$ cat src/rtl/mips_bus_pkg.sv
// Shared definitions for the MIPS memory-bus arbiter.
//   bus_arb_state_t : arbiter FSM states
//   master_id_t     : bus master identity (fetch = I, data = D)
//   RESET_VECTOR    : CPU boot address, first fetch target
//   rr_pick         : round-robin choice between the two request lines
package mips_bus_pkg;

    typedef enum logic [2:0] {
        ST_IDLE,
        ST_BUSY_I,
        ST_BUSY_D,
        ST_RDATA_I,
        ST_RDATA_D
    } bus_arb_state_t;

    typedef enum logic {
        MASTER_I = 1'b0,
        MASTER_D = 1'b1
    } master_id_t;

    localparam logic [31:0] RESET_VECTOR = 32'hBFC00000;

    // On a tie the master that did not win last time is chosen; a lone
    // requester always wins. With no request the result is unused.
    function automatic master_id_t rr_pick(input logic req_i, input logic req_d,
                                           input master_id_t last);
        if (req_i && req_d)
            return (last == MASTER_D) ? MASTER_I : MASTER_D;
        else if (req_d)
            return MASTER_D;
        return MASTER_I;
    endfunction

endpackage

$ cat src/rtl/mips_bus_arbiter.sv
// Two-master round-robin arbiter sharing one Avalon-style memory bus
// between the instruction-fetch master (i_*) and the data master (d_*).
//
// Ports:
//   clk, reset          : clock, synchronous active-high reset
//   i_* / d_*           : master-side request (read, write, address,
//                         writedata, byteenable) and response
//                         (waitrequest, readdata, readdatavalid)
//   address, read, write, writedata, byteenable : slave-side request
//   waitrequest, readdata                       : slave-side response;
//                         readdata is valid the cycle after a read is accepted
//
// Every transfer is: one IDLE cycle for arbitration, BUSY_x until the slave
// drops waitrequest, and for reads one RDATA_x cycle carrying the data.
module mips_bus_arbiter
    import mips_bus_pkg::*;
#(
    parameter int ADDR_W = 32,
    parameter int DATA_W = 32
) (
    input  logic                clk,
    input  logic                reset,

    input  logic                i_read,
    input  logic                i_write,
    input  logic [ADDR_W-1:0]   i_address,
    input  logic [DATA_W-1:0]   i_writedata,
    input  logic [DATA_W/8-1:0] i_byteenable,
    output logic                i_waitrequest,
    output logic [DATA_W-1:0]   i_readdata,
    output logic                i_readdatavalid,

    input  logic                d_read,
    input  logic                d_write,
    input  logic [ADDR_W-1:0]   d_address,
    input  logic [DATA_W-1:0]   d_writedata,
    input  logic [DATA_W/8-1:0] d_byteenable,
    output logic                d_waitrequest,
    output logic [DATA_W-1:0]   d_readdata,
    output logic                d_readdatavalid,

    output logic [ADDR_W-1:0]   address,
    output logic                read,
    output logic                write,
    output logic [DATA_W-1:0]   writedata,
    output logic [DATA_W/8-1:0] byteenable,
    input  logic                waitrequest,
    input  logic [DATA_W-1:0]   readdata
);

    bus_arb_state_t state, state_next;
    master_id_t     last, last_next;
    master_id_t     pick;
    logic           req_i, req_d;

    assign req_i = i_read | i_write;
    assign req_d = d_read | d_write;

    always_ff @(posedge clk) begin
        if (reset) begin
            state <= ST_IDLE;
            last  <= MASTER_D;   // fetch wins the first tie
        end else begin
            state <= state_next;
            last  <= last_next;
        end
    end

    always_comb begin
        state_next      = state;
        last_next       = last;
        pick            = rr_pick(req_i, req_d, last);
        address         = '0;
        read            = 1'b0;
        write           = 1'b0;
        writedata       = '0;
        byteenable      = '0;
        i_waitrequest   = 1'b1;
        d_waitrequest   = 1'b1;
        i_readdata      = '0;
        d_readdata      = '0;
        i_readdatavalid = 1'b0;
        d_readdatavalid = 1'b0;

        case (state)
            ST_IDLE: begin
                if (req_i || req_d) begin
                    last_next  = pick;
                    state_next = (pick == MASTER_I) ? ST_BUSY_I : ST_BUSY_D;
                end
            end

            // Write takes precedence when a master raises both strobes.
            ST_BUSY_I: begin
                address       = i_address;
                write         = i_write;
                read          = i_read & ~i_write;
                writedata     = i_writedata;
                byteenable    = i_byteenable;
                i_waitrequest = waitrequest;
                if (!waitrequest)
                    state_next = i_write ? ST_IDLE : ST_RDATA_I;
            end

            ST_BUSY_D: begin
                address       = d_address;
                write         = d_write;
                read          = d_read & ~d_write;
                writedata     = d_writedata;
                byteenable    = d_byteenable;
                d_waitrequest = waitrequest;
                if (!waitrequest)
                    state_next = d_write ? ST_IDLE : ST_RDATA_D;
            end

            ST_RDATA_I: begin
                i_readdata      = readdata;
                i_readdatavalid = 1'b1;
                state_next      = ST_IDLE;
            end

            ST_RDATA_D: begin
                d_readdata      = readdata;
                d_readdatavalid = 1'b1;
                state_next      = ST_IDLE;
            end

            default: state_next = ST_IDLE;
        endcase
    end

endmodule

$ cat config.mk
export PLATFORM = sky130hd
export DESIGN_NAME = mips_bus_arbiter
export DESIGN_NICKNAME = d
export VERILOG_FILES = /design/src/rtl/mips_bus_pkg.sv /design/src/rtl/mips_bus_arbiter.sv
export SDC_FILE = /design/constraint.sdc
export NUM_CORES = 1
export LEC_CHECK = 0
export ABC_AREA = 1
export BUFFER_PORTS_ARGS = -buffer_cell sky130_fd_sc_hd__buf_4
export CORE_AREA = 2 2 121 123
export CTS_BUF_LIST = sky130_fd_sc_hd__clkbuf_8
export CTS_CLUSTER_DIAMETER = 40
export DETAILED_ROUTE_END_ITERATION = 8
export DIE_AREA = 0 0 123 125
export PLACE_DENSITY_LB_ADDON = 0.15
export RECOVER_POWER = 100
export SLEW_MARGIN = 15
export SYNTH_ARGS = -nofsm -noshare
export SYNTH_HDL_FRONTEND = slang
export SYNTH_SLANG_ARGS = --single-unit
$ cat constraint.sdc
create_clock -name clk -period 1.2 [get_ports clk]
set_input_delay 0.06 -clock clk [delete_from_list [all_inputs] [get_ports clk]]
set_output_delay 0.06 -clock clk [all_outputs]
set_load 0.05 [all_outputs]
; ---- After elaboration in Yosys (flattened, before gate mapping)
; Index checks and enable logic that the tools add are counted.
[totals]
regBits = 4
latch_bits = 0
ramBits = 0
mem_bits_ro = 0
in_bits = 175
out_inout_bits = 138
memories = 0
[classes]
addsub = 0
n_mul = 0
div_mod_pow = 0
magnitude_cmp = 0
n_eq_ne = 7
shift = 0
n_mux = 24
bitwise_logic = 6
reduce_logical = 5
[op_table]
columns = cell, count
row1 = 32-bit case mux with 2 select lines, 2
row2 = 32-bit 2-to-1 mux, 2
row3 = 3-bit 2-to-1 mux, 4
row4 = 1-bit 2-to-1 mux, 10
row5 = 3-bit case mux with 3 select lines, 1
row6 = 4-bit case mux with 2 select lines, 1
row7 = "3-bit by 2-bit == test with 1-bit output, second input constant", 2
row8 = "2-bit inequality test, second input constant", 3
row9 = 2-bit 2-to-1 mux, 2
row10 = 1-bit case mux with 2 select lines, 2
row11 = "3-bit by 1-bit == test with 1-bit output, second input constant", 1
row12 = "3-bit == test, second input constant", 1
row13 = 3-bit zero test, 1
row14 = 3-bit AND reduction, 1
row15 = 1-bit AND, 2
row16 = 1-bit inverter, 2
row17 = 1-bit bitwise OR, 2
row18 = 2-bit AND reduction, 1
row19 = 1-bit logical AND, 1
row20 = 1-bit logical OR, 1

; ---- Longest topological paths before layout
; Gate-level depths: netlist (run 1).
[depth]
ltp_word = 7
mapped_depth = 7
ltp_nobuf = 7

; ---- Worst setup path after synthesis (run 1)
; Ideal clock, no wire load.
[synth_timing]
path_kind = register to output
start = register state[0]
end = output port i_readdata[0]
arrival_time_ns = 1.971
required_time_ns = 1.140
slack_ns = -0.831
stages_incl_launch_ff = 5
cell_sequence = dfxtp_1 inv_2 nor3_2 inv_2 nor2_1
[synth_between]
elab_chain_cells = 2
[synth_rtl]
columns = item, line
row1 = "start, declared", mips_bus_arbiter.sv:51  ; bus_arb_state_t state, state_next;
row2 = "start signal, assigned", mips_bus_arbiter.sv:64  ; state <= state_next;
row3 = 3-bit by 2-bit == test with 1-bit output, mips_bus_arbiter.sv:85  ; case (state)
row4 = 32-bit 2-to-1 mux, mips_bus_arbiter.sv:85
row5 = "end, declared", mips_bus_arbiter.sv:30  ; output logic [DATA_W-1:0] i_readdata,
; Every way passes these cells.

; ---- Worst setup path in the final report (run 1)
[layout_timing]
start = register state[0]
end = output port writedata[18]
[layout_between]
elab_chain_cells = 2
word_cells_on_any_way = 3
cone_classes = eq/ne (2) / mux (1)
[layout_rtl]
columns = item, line
row1 = 3-bit by 2-bit == test with 1-bit output / 3-bit by 1-bit == test with 1-bit output (equally long branches), mips_bus_arbiter.sv:85
row2 = 32-bit case mux with 2 select lines *, mips_bus_arbiter.sv:85
row3 = "end, declared", mips_bus_arbiter.sv:45  ; output logic [DATA_W-1:0] writedata,
; Every way passes the cells marked *; elsewhere a longest branch is shown, timed or not.

==> flow_summary_export.csv, run 1 <==
group,metric,value,unit
synth,yosysWarnings,0,
grt,grt_util_met2,27.46,%
synth,syn-num-nets,411,
timing,tightest_slew,208.4,ps
hold_path,min_path_type,"input port to register",
clock_network,clk_pin_slew_worst_paths,30,ps
worst_setup_path,rr_worst_depth,8,
worst_setup_path,crit_arrival,1410,ps
worst_setup_path,path_cells,"inv_4 > nand3_4 > clkinv_8 > clkbuf_16 > a22o_2 > buf_6",
finish,nNetsFinal,737,
timing,max_freq,0.6781,GHz
grt,grt_antenna_before_repair,0,
grt,grt_usage,13.25,%
synth,yosysUniqueCellTypes,21,
power,pwr-share-comb,95.8,%
placement,gp_congestion,0.7971,
detailed_routing,drc,0,
placement,portBuffers,312,
power,switching_share,55.65,%
hold_path,hold_depth,2,
power,seqPwrFrac,2.1,%
detailed_routing,detail-route-antenna-nets,0,
grt,grt_util_met3,3.376,%
clock_network,h-tree-depth,1,
worst_setup_path,cp.required,1140,ps
power,vdd_drop_max,1.426,mV
timing,slew_headroom,85.96,%
die,die-area,0.01538,mm^2
grt,grt_most_used_layer,"met2",
power,p_int,5.892,mW
power,clkPwrFrac,2.1,%
run,maxCapViolations,0,
outcome,outcome,"complete, but fails checks",
worst_setup_path,worstSetupStartpointType,"register",
die,start_util,10.66,%
timing,finalHoldViolations,0,
detailed_routing,detail_route.wl_per_cell,16.02,um
worst_setup_path,reg2reg_slack,-20,ps
timing,min_period,1475,ps
synth,synth_area_leaders,"a22o_1 39%, nor2_2 12%, inv_1 9.9%",
detailed_routing,drtPass1Iterations,4,
timing,setup_viol,140,
clock_network,clock_latency,210,ps
clock_network,cts_tree,"yes",
synth,netlist_area,0.001514,mm^2
worst_setup_path,cp.depth,6,
clock_network,cts_buffer_depth,2,
timing,report.final.slew_viol_count,0,
grt,grt_pass1_vias,3068,
detailed_routing,routed_wl,11920,um
power,p_switching,7.395,mW
die,io_pins,313,
grt,grt_max_degree,30,
detailed_routing,viasPerCell,4.047,
clock_network,cts_hold_buf,0,
timing,final.setup.tns,-31420,ps
synth,yosys.area.top_type,"a22o_1",
clock_network,cts_buffers,3,
clock_network,root_buffer,"clkbuf_8",
finish,final_common_cell,"buf_4",
synth,synth_top_area_share,39.34,%
worst_setup_path,critPathCaptureType,"output pin",
finish,final_layout_size_suffix_gt1_share,88.93,%
synth,syn_area_per_cell,6.415,um^2
synth,synthCells,236,
worst_setup_path,path_buf_inv,4,
finish,syn2layout_area_growth,290.2,%
worst_setup_path,crit_family,"buffers and inverters",
timing,fin_worst_skew,0.4299,ps
finish,final_cell_mix,"189 x buf_4, 89 x buf_6, 60 x nor2_4",
placement,dp_hpwl,9210,um
power,power.density,2249,mW/mm^2
timing,grt_setup_unrepaired,"true",
placement,place_ws,-137.0,ps
worst_setup_path,cp_slowest_cell,"dfxtp_4",
worst_setup_path,critPathKind,"register to output pin",
worst_setup_path,worst-path-max-fanout,11,
die,core,0.01420,mm^2
synth,synth-seq-cells,4,
timing,finalCritPeriodShare,122.9,%
grt,overflow,0,
timing,timing.final.ws_setup,-274.8,ps
clock_network,clock_sinks,4,
worst_setup_path,cpPeakStageDelay,370,ps
die,rows,44,
die,die_y,125,um
synth,ys_seq_area_share,5.289,%
detailed_routing,drtIter0Drc,37,
die,die_width,123,um
grt,grt_util_met1,11.82,%
detailed_routing,via_count,3011,
outcome,violations,"negative setup slack",
finish,diodes,0,
grt,grt_pass1_wl,15870,um
power,power.leakage,2.917,nW
## synthesized netlist by cell type, drive strengths merged
master,instances
a22o,68
nor2,68
inv,45
buf,20
nand2,18
dfxtp,4
nand3,4
a21oi,3
o21ai,2
nand3b,1
nor3,1
nor3b,1
o22ai,1
## kinds of logic after synthesis
family                 after synthesis  share of synthesized area (%)
buffers and inverters               65                          22.23
AOI/OAI and AO/OA                   74                          41.40
and+or+nand+nor                     93                          31.07
DFF                                  4                          5.289
## power groups by stage
stage,Clock (mW),Sequential (mW),Combinational [mW]
6_report,0.275,0.280,12.7
5_1_grt,0.294,0.289,13.2
4_1_cts,0.283,0.277,11.5
3_5_place_dp,0,0.233,9.96
3_3_place_gp,0,0.233,9.96
2_1_floorplan,0,0.228,7.06
## through the flow
stage          utilization (%)  area (um^2)  instances  total power, mW  hold WS, ps
2_1_floorplan                -         2001        236            7.290        121.7
3_3_place_gp             32.70         4644        731            10.20        260.5
3_5_place_dp             32.70         4644        731            10.19        258.5
4_1_cts                  37.59         5339        737            12.10        33.52
5_1_grt                  41.60         5908        744            13.78        28.41
6_report                 41.60         5908        744            13.29        34.42
## registers in the layout (all words and copies together), names as in the netlist
name   count
state      3
last       1
## layer usage
layer / wire length (um) / share of wire (%) / vias up
li1: - / - / 1453
met1: 3569 / 30 / 1380
met2: 7067 / 59 / 170
met3: 1061 / 8.9 / 8
met4: 219 / 1.8 / 0
met5: 0 / 0 / -
## worst paths after layout
check | from | endpoint
worst max register to register | state[0] | state[0]
worst min-delay path | reset | state[0]
worst min register to register | last | last
worst max-delay path | state[0] | writedata[18]
## repair_timing
| item | CTS | global route |
|---|---|---|
| pin swaps | 3 | 27 |
| resized for setup | 160 | 78 |
| cloned | 2 | 7 |
| setup buffers | 3 | 1 |
| setup endpoints to repair | 140 | 141 |
## cell type report
cell class | instances | area [um^2]
Tap cell | 184 | 230.2
Multi-Input combinational cell | 167 | 1832
Timing Repair Buffer | 341 | 3520
Sequential cell | 4 | 88.84
Fill cell | 1396 | 8295
Inverter | 45 | 196.4
Clock buffer | 3 | 41.29
(Power assumes the default switching activity.)
==> run 2, diff against run 1 <==
--- a/config.mk
+++ b/config.mk
@@ -6,12 +6,12 @@
 export NUM_CORES = 1
 export LEC_CHECK = 0
 export ABC_AREA = 1
-export BUFFER_PORTS_ARGS = -buffer_cell sky130_fd_sc_hd__buf_4
-export CORE_AREA = 2 2 121 123
+export CORE_AREA = 2 2 122 124
 export CTS_BUF_LIST = sky130_fd_sc_hd__clkbuf_8
 export CTS_CLUSTER_DIAMETER = 40
 export DETAILED_ROUTE_END_ITERATION = 8
-export DIE_AREA = 0 0 123 125
+export DIE_AREA = 0 0 124 126
+export DONT_BUFFER_PORTS = 1
 export PLACE_DENSITY_LB_ADDON = 0.15
 export RECOVER_POWER = 100
 export SLEW_MARGIN = 15
==> run 2 against run 1 <==
- the run still ends with negative setup slack left
- global-route usage increased by 0.27 points
- clock skew grew 1.9 ps
- die area rose by 1.6%
- core utilization down 5.1 points
- sequential power is 15% lower
- setup slack got worse by 4.8 ps
- via count shrank 21%
- design area fell by 12%
- sequential share of layout area is 0.10 points higher
- flip-flop and latch count unchanged
- largest cell class unchanged
- first-iteration DRC count rose by 16%
==> flow_summary_export.csv, run 2 (synthesis results as in run 1) <==
group,metric,value,unit
finish,largest_reg_flops,3,
clock_network,h-tree-depth,1,
finish,final_common_cell,"buf_12",
power,power.density,2679,mW/mm^2
worst_setup_path,worst-path-max-fanout,29,
timing,fin_worst_skew,2.375,ps
worst_setup_path,path_buf_inv,4,
clock_network,clock_latency,220,ps
timing,min_period,1480,ps
power,p_total,14.01,mW
detailed_routing,detail_route.wl_per_cell,19.72,um
worst_setup_path,critPathKind,"register to output pin",
timing,grt_setup_unrepaired,"true",
clock_network,cts_tree,"yes",
finish,nNetsFinal,560,
worst_setup_path,cp.required,1140,ps
placement,gp_congestion,0.8311,
finish,reg_top3,"state x3, last x1",
timing,setup_viol,140,
finish,final_cell_mix,"137 x buf_12, 66 x a22o_2, 61 x nor2_4",
timing,tightest_slew,240.0,ps
run,maxCapViolations,0,
worst_setup_path,critPathCaptureType,"output pin",
worst_setup_path,crit_family,"buffers and inverters",
detailed_routing,routed_wl,11240,um
die,rows,44,
die,die_width,124,um
detailed_routing,detail-route-antenna-nets,0,
hold_path,min_path_type,"input port to register",
grt,grt_pass1_wl,15490,um
clock_network,clock_sinks,4,
clock_network,cts_buffer_depth,2,
grt,grt_usage,13.53,%
detailed_routing,viasPerCell,4.188,
finish,regMostFlops,"state",
timing,timing.final.ws_setup,-279.6,ps
finish,ff_latch_area,83.83,um^2
clock_network,clk_pin_slew_worst_paths,30,ps
finish,multi_input_area,0.001613,mm^2
worst_setup_path,cp_slowest_cell,"dfxtp_2",
die,die-area,0.01562,mm^2
timing,finalCritPeriodShare,123.3,%
worst_setup_path,path_cells,"inv_2 > nand3_2 > inv_6 > buf_16 > a22o_2 > buf_12",
finish,syn2layout_area_growth,245.3,%
clock_network,cts_buffers,3,
worst_setup_path,crit_arrival,1420,ps
timing,max_freq,0.6759,GHz
grt,grt_antenna_before_repair,3,
worst_setup_path,worstSetupStartpointType,"register",
placement,portBuffers,0,
outcome,violations,"negative setup slack",
placement,place_area,0.004945,mm^2
die,start_util,10.58,%
power,vdd_drop_max,1.879,mV
grt,overflow,0,
timing,finalHoldViolations,0,
grt,grt_pass1_vias,2471,
die,io_pins,313,
detailed_routing,drtPass1Iterations,4,
timing,report.final.slew_viol_count,0,
finish,final_layout_size_suffix_gt1_share,82.25,%
detailed_routing,drtIter0Drc,43,
die,die_y,126,um
power,power.leakage,2.119,nW
finish,fillers,1383,
worst_setup_path,cpPeakStageDelay,330,ps
clock_network,root_buffer,"clkbuf_8",
outcome,outcome,"complete, but fails checks",
timing,slew_headroom,83.94,%
finish,post-route-util,36.52,%
detailed_routing,via_count,2387,
placement,dp_hpwl,9740,um
die,core,0.01431,mm^2
detailed_routing,drc,0,
grt,grt_max_degree,36,
finish,finalInstanceArea,0.005228,mm^2
run 2: cell types whose count changed in the layout (fill, tap and decap cells not counted), moves of 2 or more:
cell           delta
nor2_2            -2
a22o_2           +26
buf_8            -39
buf_4           -175
clkbuf_16         -6
a22o_4           -26
dfxtp_4           -2
nand3_2           +2
dfxtp_2           +2
buf_12          +128
nand3_4           -2
buf_6            -87
dlygate4sd3_1     +2
diode_2           +3
run 2: final cells by class:
cell class | instances | area share, %
diodes | 3 | 0.1436
clock buffers | 3 | 0.7899
repair buffers | 164 | 58.78
flip-flops and latches | 4 | 1.604
well taps | 184 | 4.404
multi-input cells | 167 | 30.85
inverters | 45 | 3.423
run 2: power by group:
part	total [mW]	leakage (nW)	internal (mW)	switching [mW]
Sequential	0.239	0.0342	0.194	0.0450
Combinational	13.5	2.06	6.27	7.21
Clock	0.283	0.0216	0.214	0.0696
run 2: what timing repair did:
action	4_1_cts	5_1_grt
hold buffers	2	0
pin swaps	1	0
buffers inserted	2	0
gates cloned	3	1
hold endpoints to repair	4	0
resized for setup	24	2
setup endpoints to repair	141	141
run 2: per-layer routing:
metal  vias to the layer above  GRT usage, %  share of wire [%]
li1                       1095             -                  -
met1                      1105         11.34                 27
met2                       177         27.02                 58
met3                        10         5.888                 13
met4                         0         5.089                2.7
met5                         -             0                  0
run 2: path summary, 6_finish.rpt:
check | startpoint | end | slack [ps] | depth (start not counted)
worst min-delay path | waitrequest | state[0] | 50 | 3
worst max-delay path | state[0] | byteenable[2] | -280 | 6
worst min register to register | last | last | 490 | 2
worst max register to register | state[1] | state[0] | -80 | 9
run 2: worst reg2reg max path: cells and delay by family (launching register included):
kind	cells	cell delay (ps)
AOI/OAI and AO/OA	1	120
and+or+nand+nor	4	290
buffers and inverters	4	480
DFF	1	320
run 2: through the flow:
step / cells / setup WS (ps) / hold slack, ps / TNS [ps]
global route: 570 / -369.2 / 67.40 / -43430
CTS: 566 / -286.3 / 46.18 / -33700
floorplan: 236 / -394.3 / 121.7 / -12980
detailed placement: 556 / -111.8 / 128.6 / -6851
global placement: 556 / -85.93 / 129.9 / -5369
finish: 570 / -279.6 / 48.16 / -32330
==> run 3, diff against run 2 <==
--- a/config.mk
+++ b/config.mk
@@ -6,14 +6,14 @@
 export NUM_CORES = 1
 export LEC_CHECK = 0
 export ABC_AREA = 1
-export CORE_AREA = 2 2 122 124
+export CORE_AREA = 2 2 121 123
 export CTS_BUF_LIST = sky130_fd_sc_hd__clkbuf_8
 export CTS_CLUSTER_DIAMETER = 40
 export DETAILED_ROUTE_END_ITERATION = 8
-export DIE_AREA = 0 0 124 126
+export DIE_AREA = 0 0 123 125
 export DONT_BUFFER_PORTS = 1
 export PLACE_DENSITY_LB_ADDON = 0.15
-export RECOVER_POWER = 100
+export RECOVER_POWER = 50
 export SLEW_MARGIN = 15
 export SYNTH_ARGS = -nofsm -noshare
 export SYNTH_HDL_FRONTEND = slang
==> run 3 against run 2 <==
- the run still ends with negative setup slack left
- clock skew about the same
- register-to-register slack better by 80 ps
- sequential power hardly changed
- flip-flop and latch count unchanged
- hold slack lost 7.0 ps
- core utilization decreased by 0.24 points
- first-iteration DRC count rose by 37%
- total power shrank 2.2%
- count of clock-buffer cells in the layout did not move
- combinational power barely moved
- via count fell by 4.0%
- critical endpoint is now address[18]
- largest power group unchanged
- highest routed layer unchanged
==> flow_summary_export.csv, run 3 (synthesis results as in run 1) <==
group,metric,value,unit
die,io_pins,313,
die,die_width,123,um
timing,fin_worst_skew,1.920,ps
clock_network,root_buffer,"clkbuf_8",
die,rows,44,
worst_setup_path,worst-path-max-fanout,26,
finish,ff_latch_area,86.33,um^2
hold_path,min_path_type,"input port to register",
die,core,0.01420,mm^2
detailed_routing,drtPass1Iterations,4,
power,power.leakage,2.087,nW
grt,overflow,0,
finish,instances_no_fill,569,
die,die-area,0.01538,mm^2
finish,regMostFlops,"state",
timing,slew_headroom,83.06,%
timing,tightest_slew,253.2,ps
timing,grt_setup_unrepaired,"true",
grt,grt_pass1_wl,14150,um
timing,finalCritPeriodShare,125.1,%
timing,setup_viol,138,
timing,min_period,1501,ps
detailed_routing,detail-route-antenna-nets,0,
outcome,violations,"negative setup slack",
grt,grt_max_degree,33,
finish,reg_top3,"state x3, last x1",
finish,syn2layout_area_growth,240.4,%
die,die_y,125,um
finish,largest_reg_flops,3,
power,vdd_drop_max,1.523,mV
finish,final_common_cell,"buf_12",
timing,max_freq,0.6661,GHz
clock_network,clk_pin_slew_worst_paths,30,ps
power,power.density,2657,mW/mm^2
die,start_util,10.66,%
clock_network,clock_latency,220,ps
grt,grt_usage,12.20,%
finish,post-route-util,36.28,%
timing,report.final.slew_viol_count,0,
worst_setup_path,cp.required,1140,ps
worst_setup_path,crit_arrival,1440,ps
detailed_routing,via_count,2292,
placement,gp_congestion,0.8523,
placement,place_ws,-127.8,ps
finish,final_cell_mix,"137 x buf_12, 67 x a22o_2, 61 x nor2_4",
finish,multi_input_area,0.001604,mm^2
detailed_routing,detail_route.wl_per_cell,17.54,um
finish,nNetsFinal,559,
worst_setup_path,critPathKind,"register to output pin",
placement,dp_hpwl,8950,um
clock_network,clock_sinks,4,
timing,final.setup.tns,-32710,ps
detailed_routing,drtIter0Drc,59,
finish,fillers,1384,
timing,finalHoldViolations,0,
detailed_routing,viasPerCell,4.028,
run,maxCapViolations,0,
finish,final_layout_size_suffix_gt1_share,82.72,%
worst_setup_path,reg2reg_slack,0,ps
grt,grt_antenna_before_repair,3,
detailed_routing,drc,0,
worst_setup_path,critPathCaptureType,"output pin",
worst_setup_path,worstSetupStartpointType,"register",
clock_network,cts_buffers,3,
detailed_routing,routed_wl,9982,um
clock_network,cts_buffer_depth,2,
placement,dp.cells,559,
clock_network,h-tree-depth,1,
clock_network,cts_tree,"yes",
timing,timing.final.ws_setup,-301.3,ps
grt,grt_pass1_vias,2439,
placement,portBuffers,0,
outcome,outcome,"complete, but fails checks",
==> run 3: cell count changes in the layout (fill, tap and decap cells not counted), sizes merged <==
cell | before | now
buf | 161 | 160
==> run 3: what timing repair did <==
| item | in CTS | in global routing |
|---|---|---|
| gates cloned | 1 | 0 |
| pin swaps | 1 | 0 |
| hold buffers | 2 | 0 |
| endpoints found under the hold margin | 4 | 0 |
| resized for setup | 21 | 3 |
| buffers inserted | 2 | 0 |
| endpoints found under the setup margin | 141 | 141 |
==> run 3: worst paths after layout <==
| kind | cells after the start | from | end |
|---|---|---|---|
| hold / removal | 3 | waitrequest | state[1] |
| hold reg to reg | 2 | last | last |
| setup / recovery | 6 | state[2] | address[18] |
| setup reg to reg | 8 | state[0] | state[1] |
==> run 3: layout make-up <==
type / count / area share [%]
diodes: 3 / 0.1457
clock buffers: 3 / 0.8012
inverters: 45 / 3.423
flip-flops and latches: 4 / 1.675
well taps: 184 / 4.467
multi-input cells: 167 / 31.12
repair buffers: 163 / 58.36
==> run 3: critical path, cell delays in order, from the launching register on <==
cell	delay [ps]
dfxtp_4	350
inv_2	70
nand3_2	130
inv_4	140
buf_12	180
a22o_2	190
buf_12	140
==> run 3: power by group <==
part	total (mW)	switching (mW)	leakage (nW)	internal [mW]
sequential	0.241	0.0481	0.0345	0.193
clock	0.294	0.0797	0.0216	0.215
combinational	13.2	7.05	2.03	6.11
==> run 3: through the flow <==
step	power [mW]	area [um^2]	hold slack (ps)
finish	13.69	5154	41.18
detailed placement	13.24	4967	128.3
global placement	13.16	4967	127.3
CTS	13.81	5135	69.81
floorplan	7.290	2001	121.7
global route	14.18	5154	57.58
==> run 3: layer usage <==
layer	track usage, %	share of wire, %	routed length, um	vias to the layer above
met5	0	0	0	-
met4	6.952	4.2	417	0
met3	4.288	12	1217	16
met2	23.56	55	5465	166
met1	10.53	29	2881	1013
li1	-	-	-	1097
